[config.mk]
export PLATFORM = sky130hd
export DESIGN_NAME = mips_multicycle_ctrl
export DESIGN_NICKNAME = d
export VERILOG_FILES = /design/src/rtl/mips_multicycle_ctrl.sv
export SDC_FILE = /design/constraint.sdc
export NUM_CORES = 1
export LEC_CHECK = 0
export CAP_MARGIN = 20
export CELL_PAD_IN_SITES_DETAIL_PLACEMENT = 2
export CELL_PAD_IN_SITES_GLOBAL_PLACEMENT = 2
export CORE_MARGIN = 3
export CORE_UTILIZATION = 19
export DETAILED_ROUTE_END_ITERATION = 10
export PLACE_DENSITY_LB_ADDON = 0.3
export SLEW_MARGIN = 25
export SYNTH_ARGS = -nofsm -noshare
export SYNTH_HDL_FRONTEND = slang
export SYNTH_SLANG_ARGS = --single-unit
[constraint.sdc]
create_clock -name clk -period 1.55 [get_ports clk]
set_input_delay 0.465 -clock clk [delete_from_list [all_inputs] [get_ports clk]]
set_output_delay 0.465 -clock clk [all_outputs]
set_load 0.005 [all_outputs]
[src/rtl/mips_multicycle_ctrl.sv]
// Multicycle MIPS control FSM: steps each instruction through fetch,
// decode, execute, memory and writeback for a shared-ALU datapath.
module mips_multicycle_ctrl #(
    parameter int EN_BNE       = 1,
    parameter int EN_IMM_LOGIC = 1,
    parameter int WAIT_MEM     = 1,
    parameter int ALUOP_W      = 3
) (
    input  logic               clk,
    input  logic               rst_n,
    input  logic [5:0]         opcode,
    input  logic               memReady,
    output logic               irwrite,
    output logic               pcwrite,
    output logic               branch,
    output logic               branchNe,
    output logic               iord,
    output logic               wemem,
    output logic               werf,
    output logic               rfwasrc,
    output logic               memToRf,
    output logic               aluSrcA,
    output logic [1:0]         aluSrcB,
    output logic               extZero,
    output logic [1:0]         pcsrc,
    output logic [ALUOP_W-1:0] aluop,
    output logic               illegal,
    output logic [3:0]         state
);

    typedef enum logic [3:0] {
        S_FETCH   = 4'd0,
        S_DECODE  = 4'd1,
        S_MEMADR  = 4'd2,
        S_MEMRD   = 4'd3,
        S_MEMWB   = 4'd4,
        S_MEMWR   = 4'd5,
        S_EXEC    = 4'd6,
        S_ALUWB   = 4'd7,
        S_BRANCH  = 4'd8,
        S_IMMEX   = 4'd9,
        S_IMMWB   = 4'd10,
        S_JUMP    = 4'd11,
        S_ILLEGAL = 4'd15
    } state_t;

    typedef struct packed {
        logic               irwrite;
        logic               pcwrite;
        logic               branch;
        logic               branchNe;
        logic               iord;
        logic               wemem;
        logic               werf;
        logic               rfwasrc;
        logic               memToRf;
        logic               aluSrcA;
        logic [1:0]         aluSrcB;
        logic               extZero;
        logic [1:0]         pcsrc;
        logic [ALUOP_W-1:0] aluop;
        logic               illegal;
    } ctl_t;

    localparam logic [5:0] OP_RTYPE = 6'b000000;
    localparam logic [5:0] OP_J     = 6'b000010;
    localparam logic [5:0] OP_BEQ   = 6'b000100;
    localparam logic [5:0] OP_BNE   = 6'b000101;
    localparam logic [5:0] OP_ADDI  = 6'b001000;
    localparam logic [5:0] OP_ANDI  = 6'b001100;
    localparam logic [5:0] OP_ORI   = 6'b001101;
    localparam logic [5:0] OP_LW    = 6'b100011;
    localparam logic [5:0] OP_SW    = 6'b101011;

    localparam logic [ALUOP_W-1:0] AOP_ADD = ALUOP_W'(0);
    localparam logic [ALUOP_W-1:0] AOP_SUB = ALUOP_W'(1);
    localparam logic [ALUOP_W-1:0] AOP_FN  = ALUOP_W'(2);
    localparam logic [ALUOP_W-1:0] AOP_AND = ALUOP_W'(3);
    localparam logic [ALUOP_W-1:0] AOP_OR  = ALUOP_W'(4);

    state_t st_q, st_d;
    logic   sw_q, bne_q, andi_q, ori_q;
    logic   rdy;
    logic   is_mem, is_r, is_br, is_imm, is_j;
    logic   is_bne, is_andi, is_ori;
    ctl_t   ctl;

    assign rdy = (WAIT_MEM != 0) ? memReady : 1'b1;

    always_comb begin
        is_bne  = (EN_BNE != 0) && (opcode == OP_BNE);
        is_andi = (EN_IMM_LOGIC != 0) && (opcode == OP_ANDI);
        is_ori  = (EN_IMM_LOGIC != 0) && (opcode == OP_ORI);
        is_mem  = (opcode == OP_LW) || (opcode == OP_SW);
        is_r    = (opcode == OP_RTYPE);
        is_br   = (opcode == OP_BEQ) || is_bne;
        is_imm  = (opcode == OP_ADDI) || is_andi || is_ori;
        is_j    = (opcode == OP_J);
    end

    // Instruction flavour is latched at DECODE so later states never see opcode.
    always_ff @(posedge clk) begin
        if (!rst_n) begin
            st_q   <= S_FETCH;
            sw_q   <= 1'b0;
            bne_q  <= 1'b0;
            andi_q <= 1'b0;
            ori_q  <= 1'b0;
        end else begin
            st_q <= st_d;
            if (st_q == S_DECODE) begin
                sw_q   <= (opcode == OP_SW);
                bne_q  <= is_bne;
                andi_q <= is_andi;
                ori_q  <= is_ori;
            end
        end
    end

    always_comb begin
        st_d = st_q;
        ctl  = '0;
        unique case (st_q)
            S_FETCH: begin
                ctl.aluSrcB = 2'b01;
                ctl.aluop   = AOP_ADD;
                ctl.irwrite = rdy;
                ctl.pcwrite = rdy;
                if (rdy) st_d = S_DECODE;
            end
            S_DECODE: begin
                ctl.aluSrcB = 2'b11;
                ctl.aluop   = AOP_ADD;
                unique case (1'b1)
                    is_mem:  st_d = S_MEMADR;
                    is_r:    st_d = S_EXEC;
                    is_br:   st_d = S_BRANCH;
                    is_imm:  st_d = S_IMMEX;
                    is_j:    st_d = S_JUMP;
                    default: st_d = S_ILLEGAL;
                endcase
            end
            S_MEMADR: begin
                ctl.aluSrcA = 1'b1;
                ctl.aluSrcB = 2'b10;
                ctl.aluop   = AOP_ADD;
                st_d = sw_q ? S_MEMWR : S_MEMRD;
            end
            S_MEMRD: begin
                ctl.iord = 1'b1;
                if (rdy) st_d = S_MEMWB;
            end
            S_MEMWB: begin
                ctl.werf    = 1'b1;
                ctl.memToRf = 1'b1;
                st_d = S_FETCH;
            end
            S_MEMWR: begin
                ctl.iord  = 1'b1;
                ctl.wemem = 1'b1;
                if (rdy) st_d = S_FETCH;
            end
            S_EXEC: begin
                ctl.aluSrcA = 1'b1;
                ctl.aluop   = AOP_FN;
                st_d = S_ALUWB;
            end
            S_ALUWB: begin
                ctl.werf    = 1'b1;
                ctl.rfwasrc = 1'b1;
                st_d = S_FETCH;
            end
            S_BRANCH: begin
                ctl.aluSrcA  = 1'b1;
                ctl.aluop    = AOP_SUB;
                ctl.branch   = 1'b1;
                ctl.branchNe = bne_q;
                ctl.pcsrc    = 2'b01;
                st_d = S_FETCH;
            end
            S_IMMEX: begin
                ctl.aluSrcA = 1'b1;
                ctl.aluSrcB = 2'b10;
                ctl.extZero = andi_q | ori_q;
                ctl.aluop   = andi_q ? AOP_AND :
                              ori_q  ? AOP_OR  : AOP_ADD;
                st_d = S_IMMWB;
            end
            S_IMMWB: begin
                ctl.werf = 1'b1;
                st_d = S_FETCH;
            end
            S_JUMP: begin
                ctl.pcwrite = 1'b1;
                ctl.pcsrc   = 2'b10;
                st_d = S_FETCH;
            end
            S_ILLEGAL: begin
                ctl.illegal = 1'b1;
            end
            default: st_d = S_FETCH;
        endcase
    end

    always_comb begin
        irwrite  = rst_n & ctl.irwrite;
        pcwrite  = rst_n & ctl.pcwrite;
        branch   = rst_n & ctl.branch;
        branchNe = rst_n & ctl.branchNe;
        iord     = rst_n & ctl.iord;
        wemem    = rst_n & ctl.wemem;
        werf     = rst_n & ctl.werf;
        rfwasrc  = rst_n & ctl.rfwasrc;
        memToRf  = rst_n & ctl.memToRf;
        aluSrcA  = rst_n & ctl.aluSrcA;
        aluSrcB  = rst_n ? ctl.aluSrcB : 2'b00;
        extZero  = rst_n & ctl.extZero;
        pcsrc    = rst_n ? ctl.pcsrc : 2'b00;
        aluop    = rst_n ? ctl.aluop : '0;
        illegal  = rst_n & ctl.illegal;
        state    = rst_n ? st_q : 4'd0;
    end

endmodule

==> results_dict.tcl, run 1 <==
set metrics [dict create \
    end_kind "primary output" \
    synthCells 116 \
    place_congestion 0.8023 \
    port_buffers 31 \
    status "finished with violations" \
    seq_area_um2 172.7 \
    clkTransAtPathRegs_ns 0.05 \
    start_kind "flop" \
    drt_iter0_markers 45 \
    clock_skew_ns 0.004506 \
    dpl.hpwl_um 2928 \
    synthToLayoutAreaGrowth_pct 174.1 \
    antenna_found_initial 0 \
    holdWs_ns 0.4804 \
    rows 22 \
    ys.warnings.count 0 \
    num_vias 1361 \
    start_util 0.2047 \
    power_density_mw_per_mm2 1407 \
    syn_nets 125 \
    fp.dieW_um 70.21 \
    design.core.area_mm2 0.003826 \
    diodes 0 \
    fmax_mhz 530.4 \
    die_h_um 70.21 \
    grt_pass1_vias 1475 \
    dp_slack_ns -1.067 \
    final_nets 229 \
    critPathKind "reg -> out" \
    instances_no_fill 266 \
    ant_nets 0 \
    via_per_inst 5.117 \
    cts_buffer_depth 2 \
    ctsHoldBuffers 0 \
    grt_max_degree 8 \
    dp.cells 228 \
    crit_arrival_ns 1.42 \
    clock-sinks 8 \
    synth_area_per_cell_um2 6.752 \
    multi_input_area_um2 912.1 \
    holdCritPathClass "reg -> reg" \
    wl_um 7032 \
    setup_viol 29 \
    finalCriticalPeriod_ns 1.886 \
    setup_ws_ns -0.3355 \
    fillCellCount 392 \
    grt-ovfl-total 0 \
    syn_area_um2 783.3 \
    tightest_slew_ns 0.3953 \
    period_share 1.216 \
    clockRootBuffer "clkbuf_8" \
    drv_slew 0 \
    final_layout_size_suffix_gt1_frac 0.7431 \
    wire_per_inst_um 26.44 \
    synth_ff_type "dfxtp_1" \
    failed_checks "setup timing" \
    async_flop_share 0 \
    relSlewSlack 0.7365 \
    crit_fanout 3 \
    synth_edf_count 0 \
    die_area_mm2 0.004929 \
    grt_pass1_wl_um 8700 \
    ir_worst_vdd_mv 0.7367 \
    final_util 0.5612 \
    drc 0 \
    grtUsageTotal 0.2335 \
    cts_inserted_buffers 3 \
    synth-seq-area-share 0.2045 \
    rsz0062_at_grt "true" \
    hold_violations 0 \
    drv_cap 0 \
    num_io_pins 32 \
    p_leak_nw 0.9613 \
    synth.distinct_cells 36 \
    power_mw 3.020 \
    cts_tree "yes" \
    required_ns 1.08 \
    first_pass_iters 4 \
    ys_ff_latch 8 \
    clk_latency_ns 0.23 \
    htree_levels 1 \
]
-- worst max-delay path, stage by stage (launching register included) --
cell and delay [ns]:
dfxtp_4 0.37, nor2b_4 0.20, nand2_4 0.09, buf_6 0.14, nor4b_4 0.22, buf_2 0.16
-- state kept, by name, summed over array words and instances (netlist names) --
| name | flops |
|---|---|
| andi_q | 1 |
| bne_q | 1 |
| ori_q | 1 |
| st_q | 4 |
| sw_q | 1 |
-- cells in the final DEF (no fill, tap or decap), types with 4 or more instances in the layout --
cell      instances
nor2_2            4
buf_8             4
nand2b_4          4
nand3_1           4
dfxtp_1           4
nor2_4           10
a21oi_1           4
buf_4            47
buf_2            19
nand2_2           4
nor4b_4           4
buf_6            31
-- per-stage QoR --
step	setup TNS (ns)	cell area, µm²
final	-5.917	2147
after detailed placement	-24.89	1438
after floorplan	-0.01717	798.3
after global placement	-22.68	1438
after CTS	-3.430	1894
after global routing	-7.430	2147
-- final cells by class --
| cell class | count | share of cell area |
|---|---|---|
| repair buffers | 108 | 0.4394 |
| multi-input cells | 95 | 0.4248 |
| flip-flops and latches | 8 | 0.08042 |
| well taps | 48 | 0.02797 |
| clock buffers | 3 | 0.01923 |
| inverters | 4 | 0.008159 |
-- timing repair --
item | CTS | global route
pin swaps | 27 | 22
cloned | 0 | 0
hold endpoints to repair | 0 | 0
gates resized for setup | 191 | 48
setup buffers | 27 | 9
endpoints found under the setup margin | 31 | 31
-- cell families after synthesis --
| family | after synthesis | share of synthesized area |
|---|---|---|
| buf+inv | 13 | 0.07028 |
| xor+xnor | 1 | 0.01118 |
| simple gates | 64 | 0.4569 |
| compound gates | 30 | 0.2572 |
| flops | 8 | 0.2045 |
-- synth_stat cells (all sizes together), types with 2 or more instances --
library cell  instances  area [µm²]
a2111oi               3       26.28
nor4b                 4       50.05
nor2b                 4       25.02
inv                   4       15.01
a21oi                 5       25.02
or4                   2       15.01
o21ai                 6       30.03
clkbuf                4       15.01
and2                  7       45.05
nor3                  6       30.03
a21o                  2       15.01
nand2                 9       33.78
nand3                 4       20.02
nand2b                7       43.79
a21boi                3       22.52
nor2                 17       63.81
dfxtp                 8       160.2
o22ai                 3       18.77
buf                   5       25.03
o21a                  2       15.01
-- power breakdown --
group | switching, mW | internal, mW | total, mW
Clock | 0.101 | 0.170 | 0.271
Combinational | 1.16 | 1.25 | 2.41
Sequential | 0.0768 | 0.262 | 0.339
-- routing by layer --
layer,share of wire,vias to the layer above,wire (µm),GRT usage
li1,-,627,-,-
met3,0.032,14,223,0.03741
met4,0.031,0,217,0.06809
met5,0,-,0,0
met2,0.54,48,3809,0.4586
met1,0.40,672,2781,0.2511
-- final timing paths --
kind / to / startpoint / slack [ns] / cells after the start
worst max-delay path: aluop[2] / st_q[0]$_SDFFE_PN0P_ / -0.34 / 5
worst min-delay path: bne_q$_SDFFE_PN0P_ / bne_q$_SDFFE_PN0P_ / 0.48 / 2
worst max register to register: sw_q$_SDFFE_PN0P_ / st_q[3]$_SDFFE_PN0P_ / -0.22 / 7
worst min register to register: bne_q$_SDFFE_PN0P_ / bne_q$_SDFFE_PN0P_ / 0.48 / 2
(Power assumes the default switching activity.)
==> run 2: changes to the inputs <==
==> constraint.sdc (replaced) <==
create_clock -name clk -period 1.7 [get_ports clk]
set_input_delay 0.51 -clock clk [delete_from_list [all_inputs] [get_ports clk]]
set_output_delay 0.51 -clock clk [all_outputs]
set_load 0.005 [all_outputs]
==> results_dict.tcl, run 2 (synthesis results as in run 1) <==
set metrics [dict create \
    critPathKind "reg -> out" \
    drt_iter0_markers 29 \
    reg2reg_depth 9 \
    crit_arrival_ns 1.45 \
    crit_fanout 6 \
    min_path_cells 2 \
    crit_path_cell_trace "buf_6 -> nand2b_4 -> buf_4 -> buf_6 -> nor2_2 -> o21a_1 -> buf_2" \
    clkTransAtPathRegs_ns 0.04 \
    status "finished with violations" \
    synthToLayoutAreaGrowth_pct 179.6 \
    final_cell_mix "buf_4, buf_6, buf_2, nor2_4, nand2_4" \
    start_util 0.2047 \
    clock-sinks 8 \
    tightest_slew_ns 0.4652 \
    port_buffers 31 \
    fmax_mhz 511.4 \
    drv_cap 0 \
    largest_register "st_q" \
    die_area_mm2 0.004929 \
    dpl.hpwl_um 2804 \
    via_per_inst 5.189 \
    r2r_slack_ns -0.18 \
    period_share 1.150 \
    num_vias 1375 \
    holdCritPathClass "reg -> reg" \
    final_util 0.5723 \
    cts_buffer_depth 2 \
    required_ns 1.19 \
    clock_skew_ns 0.0007205 \
    grtUsageTotal 0.2068 \
    grt_pass1_vias 1422 \
    crit_family "buffers and inverters" \
    grt_max_degree 13 \
    setup_ws_ns -0.2555 \
    clk_latency_ns 0.23 \
    failed_checks "setup timing" \
    diodes 0 \
    final_nets 228 \
    htree_levels 1 \
    path_depth 7 \
    final_layout_size_suffix_gt1_frac 0.7604 \
    num_io_pins 32 \
    start_kind "flop" \
    path_buf_inv 4 \
    largest_reg_flops 4 \
    power_density_mw_per_mm2 1321 \
    worstHoldEndpoint "bne_q$_SDFFE_PN0P_" \
    cpMaxStageDelayCell "dfxtp_4" \
    crit_path_frequent_cell "buf_6" \
    relSlewSlack 0.6891 \
    p_leak_nw 0.9615 \
    cts_tree "yes" \
    grt-ovfl-total 0 \
    ant_nets 0 \
    end_kind "primary output" \
    regToRegStartpoint "st_q[0]$_SDFFE_PN0P_" \
    design.core.area_mm2 0.003826 \
    first_pass_iters 4 \
    die_h_um 70.21 \
    hold_violations 0 \
    r2r_end "st_q[1]$_SDFFE_PN0P_" \
    cts_inserted_buffers 3 \
    place_congestion 0.7474 \
    dp_slack_ns -1.024 \
    min_from "bne_q$_SDFFE_PN0P_" \
    clockRootBuffer "clkbuf_8" \
    antenna_found_initial 0 \
    finalCriticalPeriod_ns 1.955 \
    final_common_cell "buf_4" \
    grt_pass1_wl_um 8045 \
    fp.dieW_um 70.21 \
    drc 0 \
    rows 22 \
    ir_worst_vdd_mv 0.7359 \
    drv_slew 0 \
    setup_viol 26 \
    wire_per_inst_um 26.26 \
    cpPeakStageDelay_ns 0.39 \
    rsz0062_at_grt "true" \
    wl_um 6960 \
]
[run 2: cell types whose count changed in the layout (fill, tap and decap cells not counted), sizes merged]
cell and delta:
buf -6, clkbuf +5, dlygate4sd2 +1, dlymetal6s2s -1
[run 2: through the flow]
stage	setup TNS [ns]	cell area, µm²	hold WS (ns)	power, mW	std cells
floorplan	0	784.5	0.4363	0.7425	116
global placement	-20.94	1391	0.4564	1.229	223
detailed placement	-22.80	1391	0.4679	1.271	223
global route	-4.386	2190	0.5149	3.009	265
CTS	-0.7332	1762	0.4839	1.993	247
finish	-3.502	2190	0.4910	2.892	265
[run 2: cell type report]
| class | count | area [µm²] |
|---|---|---|
| Clock buffer | 3 | 41.29 |
| Fill cell | 377 | 1637 |
| Inverter | 4 | 17.52 |
| Multi-Input combinational cell | 95 | 953.4 |
| Sequential cell | 8 | 172.7 |
| Tap cell | 48 | 60.06 |
| Timing Repair Buffer | 107 | 944.7 |
[run 2: power breakdown]
part	switching (mW)	total (mW)	internal (mW)
clock network	0.0868	0.241	0.154
registers	0.0829	0.322	0.239
logic	1.09	2.33	1.24
[run 2: worst max-delay path by stage]
stage,from,end
2_1_floorplan,st_q[3]$_SDFFE_PN0P_,branchNe
3_3_place_gp,rst_n,illegal
3_5_place_dp,rst_n,illegal
4_1_cts,st_q[3]$_SDFFE_PN0P_,aluop[0]
5_1_grt,st_q[3]$_SDFFE_PN0P_,aluSrcA
6_report,st_q[3]$_SDFFE_PN0P_,aluSrcA
[run 2: worst min-delay path, cell delays in order (launching register included)]
cell      delay (ns)
dfxtp_1         0.32
nand2_2         0.08
a21boi_2        0.05
[run 2: timing repair]
item	CTS	global route
endpoints found under the setup margin	31	30
gates resized for setup	167	77
pin swaps	22	24
hold buffers	0	0
setup buffers	22	20
gates cloned	0	0
[run 2: layer usage]
metal  routed length, µm  vias to the layer above  GRT usage
met5                   0                        -          0
met4                 263                        0    0.03191
met3                 308                       21    0.02734
met2                3453                       58     0.4092
met1                2934                      672     0.2346
li1                    -                      624          -
==> variant 1, RTL diff (settings of run 1) <==
Reset style: asynchronous (`rst_n`), changed in one clocked block.
--- a/src/rtl/mips_multicycle_ctrl.sv
+++ b/src/rtl/mips_multicycle_ctrl.sv
@@ -99,7 +99,7 @@
     end
 
     // Instruction flavour is latched at DECODE so later states never see opcode.
-    always_ff @(posedge clk) begin
+    always_ff @(posedge clk or negedge rst_n) begin
         if (!rst_n) begin
             st_q   <= S_FETCH;
             sw_q   <= 1'b0;
Formal check against the unedited RTL: same outputs for any inputs over 10 cycles, from zero or initial values and one cycle with rst_n low; that may be too few to reach the edited logic, so the function may still have changed.
==> variant 1 against run 1 <==
The run still ends with setup timing left. Routed wire length is 21% lower. Setup slack lost 0.10 ns. Sequential cell count unchanged. Hold slack worse by 0.24 ns. Final cell count is 4.1% lower. First-iteration DRC count up 8.9%. Critical path type unchanged. Design area shrank 6.1%. Area after synthesis rose by 3.0%. Global-route usage down 3.4 points.
Power is left out: it rests on default switching activity, and per cell area and clock period it moved more than threefold.
==> variant 1: results (changes against run 1) <==
Via Count 1255 (-7.8%); Placed Cells incl. Taps 225 (-1.3%); first-pass GRT wire length 7770 µm (-11%); critical path arrival 1.52 ns (+0.10 ns); ys flop type dfrtp_1; Starting Density 19.9% (-0.58 points); fraction of area in multi-input gates 40.2% (-2.3 points); total track usage 19.9% (-3.4 points); Seq/Total Area, Yosys 24.8% (+4.4 points); asr flop ratio synth 100% (+100 points); Synth area leaders dfrtp_1, nor2b_1, buf_6; Final setup viols 26 (-10%); R2R setup slack -0.25 ns (-0.03 ns); PnR worst setup slack -0.437 ns (-0.101 ns); share of layout cells above drive strength 1 72.7% (-1.6 points); clk_lat worst skew 0.24 ns; DR WL met3 131 µm (-41%); sequential share of cell area 10.1% (+2.1 points); gpl congestion 0.771 (-3.9%); largest net degree at the start of global routing 11 (+3); Synth cell types 41 (+14%); DR WL met2 3150 µm (-17%); Layout non-clock buf frac 43.8% (-0.14 points); multi-input gates 88 (-7.4%); Worst Path Max Fanout 4 (+1); num sequential 8 (unchanged); CP endpoint werf; core box area 4060 µm² (+6.0%); HP Class in -> async; DP Area 1460 µm² (+1.6%); CLK BUF 3 (unchanged); # fillers 431 (+9.9%); Setup crit start st_q[3]$_DFFE_PN0P_; met1 WL 2160 µm (-22%); Final #Nets 216 (-5.7%); vias in the first global route 1418 (-3.9%); TNS Setup -7.83 ns (-1.91 ns); DPL Wire Length 2880 µm (-1.7%); post-CTS setup buffer count 17 (-37%); # resized after CTS 155 (-19%); Clock Network Area Fraction 2.05% (+0.12 points); Syn Inst Count 108 (-6.9%); actual slew at the worst max-slew pin 0.321 ns (-0.0744 ns); Layout area overhead 150%; failing checks setup timing; Synth top cells by count nand2_1, dfrtp_1, nor2_1, nor2b_1, nor3_1; worst r2r src st_q[1]$_DFFE_PN0P_; synthesized net count 117 (-6.4%); pre-CTS setup slack -0.911 ns (+0.156 ns); outcome finished, violations left; 1st-iter DRT viols 49 (+8.9%); WL final 5590 µm (-21%); Layout Skew 0.00237 ns (-0.00213 ns); reg2reg end sw_q$_DFFE_PN0P_
variant 1: changes by cell type after synthesis, sizes merged, moves of 3 or more:
cell     delta
and2        -3
dfxtp       -8
nand2       +4
nor4b       -4
clkbuf      -3
dfrtp       +8
a2111oi     -3
a21boi      -3
nor2b       +5
nor2        -8
variant 1: worst max-delay path, cell delays in order, from the launching register on:
cell	delay, ns
dfrtp_2	0.44
buf_4	0.17
nor2b_2	0.14
and3_4	0.19
a21oi_2	0.04
nor2b_1	0.15
buf_2	0.15
variant 1: kinds of logic after synthesis:
family | after synthesis | share of synthesized area (%)
AOI/OAI and AO/OA | 21 | 17.5
xor gates and xnor gates | 1 | 1.09
buffers and inverters | 12 | 10.4
DFF | 8 | 24.8
muxes | 1 | 1.40
and+or+nand+nor | 65 | 44.8
variant 1: layer usage:
layer,vias up,GRT usage [%]
li1,579,-
met1,627,20.7
met2,38,40.3
met3,11,1.70
met4,0,7.10
met5,-,0
==> variant 2, RTL diff (flow settings as in run 1) <==
Made on the original files. Set the parameter `ALUOP_W` to 2 (it was 3).
--- a/src/rtl/mips_multicycle_ctrl.sv
+++ b/src/rtl/mips_multicycle_ctrl.sv
@@ -4,7 +4,7 @@
     parameter int EN_BNE       = 1,
     parameter int EN_IMM_LOGIC = 1,
     parameter int WAIT_MEM     = 1,
-    parameter int ALUOP_W      = 3
+    parameter int ALUOP_W      = 2
 ) (
     input  logic               clk,
     input  logic               rst_n,
Ports: changed (resized aluop); port bits go from 32 to 31. The function was not compared with the original's and may differ.
==> variant 2 against run 1 <==
The flow still finishes with violations (setup timing). Setup slack got worse by 0.029 ns. Design area decreased by 9.8%. Area after synthesis increased by 2.4%. Power decreased by 11%. Routed wire length decreased by 7.2%. Count of clock-buffer cells in the layout unchanged. Critical path depth increased by 1. Sequential cell count unchanged. Critical path type unchanged.
==> variant 2: results (changes against run 1) <==
1st-iter DRT viols 33 (-27%); asr flop ratio synth 0% (unchanged); vias in the first global route 1416 (-4.0%); first-pass GRT wire length 8160 µm (-6.2%); synthesized net count 126 (+0.80%); total CTS buffers 3 (unchanged); share of layout cells above drive strength 1 71.8% (-2.5 points); DR vias/cell 5.23 (+2.3%); Worst Path Max Fanout 6 (+3); Setup crit start st_q[1]$_SDFFE_PN0P_; Final setup viols 28 (-3.4%); DPL Wire Length 3100 µm (+5.9%); initial antenna violation count 0 (unchanged); met1 WL 2460 µm (-11%); DR WL met2 3660 µm (-4.0%); Synth area leaders dfxtp_1, nor3_1, nand2_1; actual slew at the worst max-slew pin 0.446 ns (+0.0505 ns); failing checks setup timing; largest net degree at the start of global routing 9 (+1); PnR worst setup slack -0.364 ns (-0.0287 ns); outcome finished, violations left; Synth top cells by count nand2_1, nor3_1, dfxtp_1, nor2_1, a21oi_1; Synth cell types 42 (+17%); worst r2r src st_q[2]$_SDFFE_PN0P_; Peak VDD IR 0.000686 V (-6.9%); gpl congestion 0.798 (-0.54%); WL final 6530 µm (-7.2%); Leak 0.878 nW (-8.7%); # fillers 402 (+2.6%); Final #Nets 217 (-5.2%); CTS Buffer Depth 2 (unchanged)
## variant 2: cells by family after synthesis
logic type	after synthesis	share of synthesized area [%]
simple gates	61	42.1
compound gates	31	26.8
buf+inv	16	9.98
flops	8	20.0
xor+xnor	1	1.09
## variant 2: per-layer routing
layer / up-vias / track usage (%)
met1: 671 / 24.1
met3: 17 / 4.55
met2: 37 / 39.1
li1: 604 / -
met4: 0 / 5.64
met5: - / 0
## variant 2: through the flow
step                      instances  worst slack (ns)  TNS, ns  util [%]  cell area, µm²
after floorplan                 117           -0.0181  -0.0181         -             813
after global placement          229            -0.812   -19.28      37.5            1440
after detailed placement        229            -0.887   -20.27      37.5            1440
after CTS                       246            -0.286    -3.71      45.6            1760
after global routing            254            -0.463    -6.97      50.3            1940
final                           254            -0.364    -5.58      50.3            1940
## variant 2: how the worst min path moves through the flow
| stage | from | to | slack, ns | depth (start not counted) |
|---|---|---|---|---|
| detailed placement | ori_q$_SDFFE_PN0P_ | ori_q$_SDFFE_PN0P_ | 0.46 | 2 |
| floorplan | bne_q$_SDFFE_PN0P_ | bne_q$_SDFFE_PN0P_ | 0.43 | 2 |
| global placement | bne_q$_SDFFE_PN0P_ | bne_q$_SDFFE_PN0P_ | 0.44 | 2 |
| CTS | ori_q$_SDFFE_PN0P_ | ori_q$_SDFFE_PN0P_ | 0.46 | 2 |
| finish | ori_q$_SDFFE_PN0P_ | ori_q$_SDFFE_PN0P_ | 0.47 | 2 |
| global route | ori_q$_SDFFE_PN0P_ | ori_q$_SDFFE_PN0P_ | 0.51 | 2 |
## variant 2: tightest hold or removal path: stages (launching register included)
cell      delay, ns
dfxtp_1        0.31
nand2_1        0.06
a21boi_1       0.05
## variant 2: layout make-up
type / count / area share (%)
Clock buffer: 3 / 2.13
Inverter: 5 / 1.36
Multi-Input combinational cell: 93 / 42.2
Sequential cell: 8 / 9.04
Tap cell: 48 / 3.10
Timing Repair Buffer: 97 / 42.1
## variant 2: report_power, final
part	internal [mW]	leakage (nW)	switching, mW
sequential	0.260	0.0678	0.0891
clock	0.170	0.0216	0.102
combinational	1.05	0.789	0.997
## variant 2: repair_timing
item,CTS,global route
resized for setup,165,43
pin swaps,35,21
setup endpoints to repair,30,30
buffers inserted,15,9
